`src/rtl/i2c_target_regfile.sv`:
```
// I2C target with a byte-wide register file, pointer-then-data writes and auto-incrementing reads.
// Optional feature: define I2C_GENERAL_CALL_EN to ACK the general-call write address 0x00.
module i2c_target_regfile #(
    parameter logic [6:0] ADDR      = 7'h20,
    parameter int         REG_COUNT = 32,
    parameter int         PTR_W     = $clog2(REG_COUNT)
) (
    input  logic                   clock,
    input  logic                   reset,
    input  logic                   SCL,
    input  logic                   SDA_in,
    output logic                   SDA_out,
    input  logic [7:0]             parallel_in,
    output logic [8*REG_COUNT-1:0] registers_packed,
    // wr_strobe is a valid-only pulse with no ready: wr_addr is meaningful only in the strobe cycle.
    output logic                   wr_strobe,
    output logic [PTR_W-1:0]       wr_addr,
    output logic                   busy
);

    typedef enum logic [3:0] {
        ST_IDLE, ST_ADDR, ST_ADDR_ACK, ST_PTR, ST_PTR_ACK,
        ST_WDATA, ST_WDATA_ACK, ST_RDATA, ST_RDATA_ACK, ST_IGNORE
    } state_t;

    state_t           state;
    logic             scl_s1, scl_s2, scl_q, sda_s1, sda_s2, sda_q;
    logic             scl_rise, scl_fall, sda_rise, sda_fall;
    logic [3:0]       bit_cnt;
    logic [7:0]       shift;
    logic [PTR_W-1:0] ptr;
    logic             rw;
    logic             ack_phase;
    logic [7:0]       regs [REG_COUNT];

    logic             start_cond, stop_cond, last_bit;
    logic [7:0]       byte_in;
    logic             addr_match, gc_match, ptr_ok;
    logic [PTR_W-1:0] ptr_next_wr, ptr_next_rd;

    always_ff @(posedge clock) begin
        if (reset) begin
            scl_s1   <= 1'b0;
            scl_s2   <= 1'b0;
            scl_q    <= 1'b0;
            sda_s1   <= 1'b0;
            sda_s2   <= 1'b0;
            sda_q    <= 1'b0;
            scl_rise <= 1'b0;
            scl_fall <= 1'b0;
            sda_rise <= 1'b0;
            sda_fall <= 1'b0;
        end else begin
            scl_s1   <= SCL;
            scl_s2   <= scl_s1;
            scl_q    <= scl_s2;
            sda_s1   <= SDA_in;
            sda_s2   <= sda_s1;
            sda_q    <= sda_s2;
            scl_rise <= scl_s2 & ~scl_q;
            scl_fall <= ~scl_s2 & scl_q;
            sda_rise <= sda_s2 & ~sda_q;
            sda_fall <= ~sda_s2 & sda_q;
        end
    end

    // scl_q holds the SCL level that the registered SDA edge was detected against.
    assign start_cond  = sda_fall & scl_q;
    assign stop_cond   = sda_rise & scl_q;
    assign byte_in     = {shift[6:0], sda_q};
    assign last_bit    = scl_rise && (bit_cnt == 4'd7);
    assign addr_match  = (byte_in[7:1] == ADDR);
    assign ptr_ok      = ({1'b0, byte_in} < 9'(REG_COUNT));
    assign ptr_next_wr = (ptr == PTR_W'(REG_COUNT - 1)) ? PTR_W'(1) : ptr + PTR_W'(1);
    assign ptr_next_rd = (ptr == PTR_W'(REG_COUNT - 1)) ? '0 : ptr + PTR_W'(1);

`ifdef I2C_GENERAL_CALL_EN
    assign gc_match = (byte_in == 8'h00);
`else
    assign gc_match = 1'b0;
`endif

    always_ff @(posedge clock) begin
        if (reset) begin
            state     <= ST_IDLE;
            bit_cnt   <= '0;
            shift     <= '0;
            ptr       <= '0;
            rw        <= 1'b0;
            ack_phase <= 1'b0;
            SDA_out   <= 1'b1;
            wr_strobe <= 1'b0;
            wr_addr   <= '0;
            busy      <= 1'b0;
            for (int j = 0; j < REG_COUNT; j++) regs[j] <= '0;
        end else begin
            wr_strobe <= 1'b0;
            if (start_cond) begin
                state     <= ST_ADDR;
                bit_cnt   <= '0;
                ack_phase <= 1'b0;
                SDA_out   <= 1'b1;
            end else if (stop_cond) begin
                state     <= ST_IDLE;
                ack_phase <= 1'b0;
                SDA_out   <= 1'b1;
                busy      <= 1'b0;
            end else begin
                case (state)
                    ST_ADDR: if (scl_rise) begin
                        shift   <= byte_in;
                        bit_cnt <= bit_cnt + 4'd1;
                        if (last_bit) begin
                            if (addr_match || gc_match) begin
                                rw        <= byte_in[0];
                                busy      <= 1'b1;
                                ack_phase <= 1'b0;
                                state     <= ST_ADDR_ACK;
                            end else begin
                                state <= ST_IGNORE;
                            end
                        end
                    end
                    // First fall after the byte pulls SDA low, the next one ends the ACK slot.
                    ST_ADDR_ACK, ST_PTR_ACK, ST_WDATA_ACK: if (scl_fall) begin
                        if (!ack_phase) begin
                            SDA_out   <= 1'b0;
                            ack_phase <= 1'b1;
                        end else begin
                            ack_phase <= 1'b0;
                            bit_cnt   <= '0;
                            if (state == ST_ADDR_ACK && rw) begin
                                state   <= ST_RDATA;
                                shift   <= regs[ptr];
                                SDA_out <= regs[ptr][7];
                            end else begin
                                SDA_out <= 1'b1;
                                state   <= (state == ST_ADDR_ACK) ? ST_PTR : ST_WDATA;
                            end
                        end
                    end
                    ST_PTR: if (scl_rise) begin
                        shift   <= byte_in;
                        bit_cnt <= bit_cnt + 4'd1;
                        if (last_bit) begin
                            if (ptr_ok) begin
                                ptr   <= byte_in[PTR_W-1:0];
                                state <= ST_PTR_ACK;
                            end else begin
                                state <= ST_IGNORE;
                            end
                        end
                    end
                    ST_WDATA: if (scl_rise) begin
                        shift   <= byte_in;
                        bit_cnt <= bit_cnt + 4'd1;
                        if (last_bit) begin
                            if (ptr != '0) begin
                                regs[ptr] <= byte_in;
                                wr_strobe <= 1'b1;
                                wr_addr   <= ptr;
                                ptr       <= ptr_next_wr;
                            end
                            state <= ST_WDATA_ACK;
                        end
                    end
                    ST_RDATA: begin
                        if (scl_rise) begin
                            bit_cnt <= bit_cnt + 4'd1;
                        end else if (scl_fall) begin
                            if (bit_cnt == 4'd8) begin
                                SDA_out   <= 1'b1;
                                ack_phase <= 1'b0;
                                state     <= ST_RDATA_ACK;
                            end else begin
                                SDA_out <= shift[6];
                                shift   <= {shift[6:0], 1'b0};
                            end
                        end
                    end
                    ST_RDATA_ACK: begin
                        if (scl_rise && !ack_phase) begin
                            if (!sda_q) begin
                                ptr       <= ptr_next_rd;
                                ack_phase <= 1'b1;
                            end else begin
                                state <= ST_IGNORE;
                            end
                        end else if (scl_fall && ack_phase) begin
                            ack_phase <= 1'b0;
                            bit_cnt   <= '0;
                            state     <= ST_RDATA;
                            shift     <= regs[ptr];
                            SDA_out   <= regs[ptr][7];
                        end
                    end
                    default: ;
                endcase
            end
            regs[0] <= parallel_in;
        end
    end

    for (genvar g = 0; g < REG_COUNT; g++) begin : g_pack
        assign registers_packed[8*g +: 8] = regs[g];
    end

endmodule

```
`config.mk`:
```
export PLATFORM = sky130hd
export DESIGN_NAME = i2c_target_regfile
export DESIGN_NICKNAME = d
export VERILOG_FILES = /design/src/rtl/i2c_target_regfile.sv
export SDC_FILE = /design/constraint.sdc
export NUM_CORES = 1
export LEC_CHECK = 0
export CAP_MARGIN = 20
export CORE_MARGIN = 2
export CORE_UTILIZATION = 39
export CTS_CLUSTER_SIZE = 14
export DETAILED_ROUTE_END_ITERATION = 8
export GPL_TIMING_DRIVEN = 1
export PLACE_DENSITY = 0.69
export SLEW_MARGIN = 20
export SYNTH_ARGS = -nofsm -noshare
export SYNTH_HDL_FRONTEND = slang
export SYNTH_SLANG_ARGS = --single-unit
```
`constraint.sdc`:
```
create_clock -name clock -period 4.85 [get_ports clock]
set_clock_uncertainty 0.2 [all_clocks]
set_input_delay 0.485 -clock clock [delete_from_list [all_inputs] [get_ports clock]]
set_output_delay 0.485 -clock clock [all_outputs]
set_load 0.03 [all_outputs]
```
==> results by group, run 1 <==
Run status
  • Outcome: finished clean

Clocking
  • CTS tree: yes
  • H-tree Lvls: 2
  • Root Buffer: clkbuf_16
  • Largest buffer count on any clock path: 3
  • Clk slew on worst S/H paths: 0.06 ns
  • Clk_lat worst skew: 0.52 ns
  • Clock sinks: 301
  • Post-CTS Resized: 0
  • CTS buffer count: 34
  • # hold bufs at CTS: 0
  • Post-CTS setup buffers: 0

Layout
  • Non-Filler Instances: 1835
  • Design Area, Final: 18530 µm²
  • Area grow syn2layout: 29.60%
  • Ant diodes: 0
  • Layout cells sized above 1: 0.1178
  • Filler instances: 3054
  • Nets: 1361

Synth
  • Synthesis Warnings: 0
  • Syn_nets: 1115
  • Synthesized area: 14300 µm²
  • EDFF count, synth: 248
  • Post-synthesis sequential area ratio: 0.5950
  • Seq cells post-synth: 301
  • Yosys cell types: 66
  • Post-synth top flop: edfxtp_1
  • Async set or reset register ratio after synthesis: 0
  • Gate Count Post-Synth: 1096
  • Syn avg cell area: 13.05 µm²

STA
  • Max Slew Vio Count: 0
  • Total negative setup slack: 0 ns
  • Fin crit share: 0.7706
  • Setup violations, final: 0
  • Tightest Pin Transition: 1.059 ns
  • Slew headroom: 0.2938
  • Max Clk Rate: 267.6 MHz
  • Final number of hold-violating endpoints: 0
  • RSZ-0062 raised after global routing: no
  • Fin crit period: 3.737 ns

Global routing
  • Global Route met3 Usage: 0.06442
  • First-pass GRT wire length: 70300 µm
  • Grt total ovfl: 0
  • Initial antenna violation count: 0
  • Grt peak-use layer: met2
  • Met1 usage: 0.3449
  • Largest net degree at the start of global routing: 71
  • GRT Total Usage: 0.2540
  • Number of global-route vias before repair: 10.17k
  • Met2 GRT Util: 0.3958

Placement
  • Placed inst area: 17410 µm²
  • Final RePlAce weighted congestion: 0.9013
  • Inst Count DP: 1774
  • Post-DP HPWL: 34490 µm
  • Port bufs: 275

Setup path
  • Critical Path Sink Type: register
  • Crit path launch type: register
  • CP Max Fanout: 20
  • Worst path required time: 4.84 ns
  • Crit Path Class: reg -> reg
  • Worst path arrival time: 3.72 ns

Detailed routing
  • Via density: 5.777
  • First-pass DRT Iterations: 5
  • DRT iter0 DRCs: 1184
  • DR vias: 10.60k
  • DR DRC count: 0
  • Drt wl/cell: 26.89 µm
  • Antenna-violating nets left: 0
  • Wirelength, routed: 49350 µm

Floorplanning
  • Row count: 70
  • Total I/O pin count: 276
  • Horiz. Die Dim: 195.5 µm
  • Overall die area: 38210 µm²
  • Initial Util: 0.3934
  • Die Span Y: 195.5 µm
  • Core ar.: 36350 µm²

Power and ir drop
  • Worst ir drop on vdd: 202.0 µV
  • Cell Pwr Density: 372.2 nW/µm²
  • Leak: 6.155 nW

Min path
  • Hold/Removal Path Class: reg -> reg

Flow run
  • Max-Cap Viols: 0
-- report_power, final --
part / switching, mW / total (mW) / internal, mW / leakage, nW
clock network: 1.04 / 2.60 / 1.56 / 0.539
logic: 0.624 / 1.07 / 0.445 / 2.83
registers: 0.301 / 3.23 / 2.93 / 2.79
-- layout by cell type (no fill, tap or decap), types with 3 or more instances in the layout --
cell type	n
a2111oi_0	5
a211oi_1	8
a21o_1	3
a21oi_1	25
a221oi_1	4
a22oi_1	13
a311oi_1	4
a31oi_1	7
and2_1	253
buf_4	8
bufinv_16	4
clkbuf_1	5
clkbuf_16	35
clkdlybuf4s50_1	274
clkinv_1	10
dfxtp_1	42
dfxtp_2	10
edfxtp_1	248
ha_1	7
inv_1	4
mux2i_1	63
mux4_2	47
nand2_1	26
nand2_2	3
nand2b_1	8
nand3_1	17
nand3b_1	6
nor2_1	43
nor2_2	24
nor2b_1	30
nor3_1	21
nor3b_1	3
nor4_1	3
o2111ai_1	3
o21ai_0	11
o21bai_1	4
or2_1	24
or2_2	9
or3_1	3
or3b_2	3
-- per-layer routing --
layer  routed length (µm)  vias to the layer above
li1                     -                     4505
met1                18990                     5234
met2                22880                      755
met3                 5787                      107
met4                 1697                        0
met5                    0                        -
-- logic make-up (layout without fill, tap and decap cells) --
| family | count (synthesis) | after routing | synth area share |
|---|---|---|---|
| compound gates | 105 | 105 | 0.05136 |
| xor+xnor | 1 | 1 | 0.0006126 |
| fa+ha+maj | 7 | 7 | 0.006124 |
| buf+inv | 77 | 348 | 0.02196 |
| flops | 301 | 301 | 0.5950 |
| mux | 112 | 112 | 0.1197 |
| simple gates | 493 | 493 | 0.2053 |
-- state kept, by name, indices dropped and copies added (netlist names), 4 cells and up, named ones only --
| register | cells |
|---|---|
| regs | 256 |
| shift | 7 |
| ptr | 5 |
| wr_addr | 5 |
| bit_cnt | 4 |
| state | 4 |
-- worst max-delay path: stages (launching register included) --
cell and delay [ns]:
dfxtp_1 0.68, nand2b_1 0.43, or3_1 0.54, nor2_1 0.13, nand3_1 0.56, nor2_1 0.58, or2_2 0.31
-- cells in the mapped netlist (8+ instances only) --
library cell,instances,area [µm²]
a22oi_1,13,97.59
nand3_1,17,85.08
mux4_2,47,1059
nand2_1,26,97.59
a211oi_1,8,60.06
a21oi_1,25,125.1
or2_1,24,150.1
nand2b_1,8,50.05
o21ai_0,11,55.05
buf_2,20,100.1
edfxtp_1,248,7447
nor2b_1,31,193.9
dfxtp_1,53,1061
nor2_2,24,150.1
nor3_1,21,105.1
nor2_1,43,161.4
clkbuf_1,49,183.9
mux2i_1,63,630.6
and2_1,253,1583
or2_2,9,56.30
-- per-stage QoR --
stage / setup WS, ns / hold slack [ns] / power (mW) / utilization
floorplan: 2.226 / 0.1885 / 3.797 / -
global placement: 1.291 / 0.2067 / 4.326 / 0.4791
detailed placement: 1.198 / 0.2221 / 4.330 / 0.4791
CTS: 1.203 / 0.2447 / 6.911 / 0.5099
global route: 0.8277 / 0.2601 / 7.074 / 0.5099
finish: 1.113 / 0.2456 / 6.899 / 0.5099
-- area by class of cell --
type,count,area (µm²),share of cell area
clock buffers,41,908.4,0.04901
inverters,4,15.01,0.0008102
multi-input cells,718,5480,0.2957
clock inverters,20,211.5,0.01141
flip-flops and latches,301,8524,0.4600
repair buffers,283,2808,0.1515
well taps,468,585.6,0.03160
-- final timing paths --
check | to | from | depth (start not counted) | slack, ns
hold / removal | sda_fall$_SDFF_PP0_ | sda_s2$_SDFF_PP0_ | 1 | 0.25
setup / recovery | regs[4][7]$_SDFFCE_PN0P_ | state[0]$_SDFFE_PP0P_ | 6 | 1.11
hold reg to reg | sda_fall$_SDFF_PP0_ | sda_s2$_SDFF_PP0_ | 1 | 0.25
setup reg to reg | regs[4][7]$_SDFFCE_PN0P_ | state[0]$_SDFFE_PP0P_ | 6 | 1.11
Power figures use the tool's default switching activity.
==> run 2: changes to the inputs <==
--- a/config.mk
+++ b/config.mk
@@ -11,7 +11,7 @@
 export CTS_CLUSTER_SIZE = 14
 export DETAILED_ROUTE_END_ITERATION = 8
 export GPL_TIMING_DRIVEN = 1
-export PLACE_DENSITY = 0.69
+export PLACE_DENSITY = 0.71
 export SLEW_MARGIN = 20
 export SYNTH_ARGS = -nofsm -noshare
 export SYNTH_HDL_FRONTEND = slang
==> constraint.sdc (replaced) <==
create_clock -name clock -period 3.3 [get_ports clock]
set_clock_uncertainty 0.2 [all_clocks]
set_input_delay 0.33 -clock clock [delete_from_list [all_inputs] [get_ports clock]]
set_output_delay 0.33 -clock clock [all_outputs]
set_load 0.03 [all_outputs]
==> results by group, run 2 (synthesized netlist as in run 1, its figures left out) <==
Run status
  • Outcome: finished clean

Clocking
  • Clk_lat worst skew: 0.52 ns
  • Largest buffer count on any clock path: 3
  • Root Buffer: clkbuf_16
  • CTS buffer count: 34
  • Clk slew on worst S/H paths: 0.06 ns
  • CTS tree: yes
  • Post-CTS setup buffers: 0
  • Post-CTS Resized: 0
  • H-tree Lvls: 2
  • Clock sinks: 301
  • # hold bufs at CTS: 0

Global routing
  • Grt total ovfl: 0
  • GRT Total Usage: 0.2472
  • Initial antenna violation count: 1
  • Largest net degree at the start of global routing: 71
  • Number of global-route vias before repair: 10.34k
  • First-pass GRT wire length: 69070 µm

Layout
  • Max reg flops: 256
  • Design Area, Final: 18800 µm²
  • Layout cells sized above 1: 0.1430
  • Area grow syn2layout: 31.49%
  • Largest regs: regs x256, shift x7
  • Ant diodes: 0
  • Final core occ: 0.5173
  • Largest register by flop count: regs
  • Most frequent cells in the layout: 274 x clkdlybuf4s50_1, 253 x and2_1, 248 x edfxtp_1
  • Nets: 1408
  • Commonest non-fill, non-tap cell in the layout: clkdlybuf4s50_1

Floorplanning
  • Die Span Y: 195.5 µm
  • Initial Util: 0.3934
  • Horiz. Die Dim: 195.5 µm
  • Core ar.: 36350 µm²
  • Overall die area: 38210 µm²
  • Row count: 70
  • Total I/O pin count: 276

STA
  • Fin crit period: 3.196 ns
  • Fin crit share: 0.9684
  • Setup violations, final: 0
  • Tightest Pin Transition: 0.8982 ns
  • Slew headroom: 0.3857
  • Final number of hold-violating endpoints: 0
  • RSZ-0062 raised after global routing: yes
  • Fin worst setup slack: 0.1042 ns
  • Total negative setup slack: 0 ns
  • Max Clk Rate: 312.9 MHz
  • Max Slew Vio Count: 0

Power and ir drop
  • Pint: 6.963 mW
  • Sw Ratio: 0.2888
  • Cell Pwr Density: 520.7 nW/µm²
  • Leak: 6.376 nW
  • Flop pwr share: 0.465
  • Worst ir drop on vdd: 378.0 µV
  • Clock Power Share: 0.352
  • Comb power frac: 0.183
  • Sw Pwr: 2.828 mW

Placement
  • Port bufs: 275
  • Setup slack at placement: 0.2078 ns
  • Placed inst area: 17790 µm²
  • Final RePlAce weighted congestion: 0.8823
  • Post-DP HPWL: 34230 µm

Setup path
  • Crit Path Class: reg -> reg
  • Critical Path Sink Type: register
  • Worst path max stage delay: 0.78 ns
  • CP Max Fanout: 19
  • Crit path launch type: register
  • Crit path top cell by count: nor3_1
  • R2R setup slack: 0.10 ns
  • Worst path required time: 3.46 ns
  • CP top delay family: compound AO/OA/AOI/OAI gates
  • Worst path arrival time: 3.35 ns
  • Slowest-stage cell, CP: dfxtp_2
  • Worst path bufs/invs: 1
  • Worst-path cell chain: buf_4, nor2b_1, a22oi_1, a21oi_1, nor3_1, a221oi_1, nor3_1

Flow run
  • Max-Cap Viols: 0

Detailed routing
  • DR DRC count: 0
  • Drt wl/cell: 25.53 µm
  • DR vias: 10.58k
  • First-pass DRT Iterations: 5
  • Wirelength, routed: 48030 µm
  • DRT iter0 DRCs: 1046
  • Antenna-violating nets left: 0
  • Via density: 5.622

Min path
  • Hold/Removal Path Class: in -> reg
-- run 2: per-layer routing --
metal | share of wire | up-vias | track usage
met1 | 0.40 | 5229 | 0.3267
met2 | 0.47 | 647 | 0.4026
met5 | 0 | - | 0
met4 | 0.037 | 0 | 0.09047
met3 | 0.097 | 104 | 0.05285
li1 | - | 4595 | -
-- run 2: power by group through the flow --
stage | logic [mW] | registers (mW) | clock network, mW
final | 1.79 | 4.55 | 3.45
after global routing | 1.87 | 4.56 | 3.63
after CTS | 1.78 | 4.54 | 3.48
after detailed placement | 1.77 | 4.62 | 0
after global placement | 1.76 | 4.62 | 0
after floorplan | 0.761 | 4.82 | 0
-- run 2: path summary, 6_finish.rpt --
path	startpoint	to	cells past startpoint
max	register	shift[6]$_SDFFE_PP0P_	7
min	parallel_in[3]	regs[0][3]$_DFF_P_	2
max reg2reg	register	shift[6]$_SDFFE_PP0P_	7
min reg2reg	scl_s2$_SDFF_PP0_	scl_fall$_SDFF_PP0_	1
-- run 2: stage by stage --
step | cells | hold slack (ns) | total power [mW]
after floorplan | 1096 | 0.1885 | 5.580
after global placement | 1821 | 0.2230 | 6.386
after detailed placement | 1821 | 0.2034 | 6.390
after CTS | 1881 | 0.1638 | 9.807
after global routing | 1881 | 0.1683 | 10.06
final | 1881 | 0.1733 | 9.790
-- run 2: worst register-to-register path: cells and delay by family, from the launching register on --
family | cells | cell delay (ns)
flip-flops | 1 | 0.78
buffers and inverters | 1 | 0.43
AND/OR/NAND/NOR | 3 | 0.78
AO/OA/AOI/OAI | 3 | 0.86
-- run 2: cell type report --
cell class / instances / area (µm²)
clock buffer: 49 / 927.1
fill: 3066 / 17540
inverter: 4 / 15.01
timing repair buffer: 330 / 3198
tap: 468 / 585.6
sequential: 301 / 8518
multi-input combinational: 718 / 5485
clock inverter: 11 / 73.82
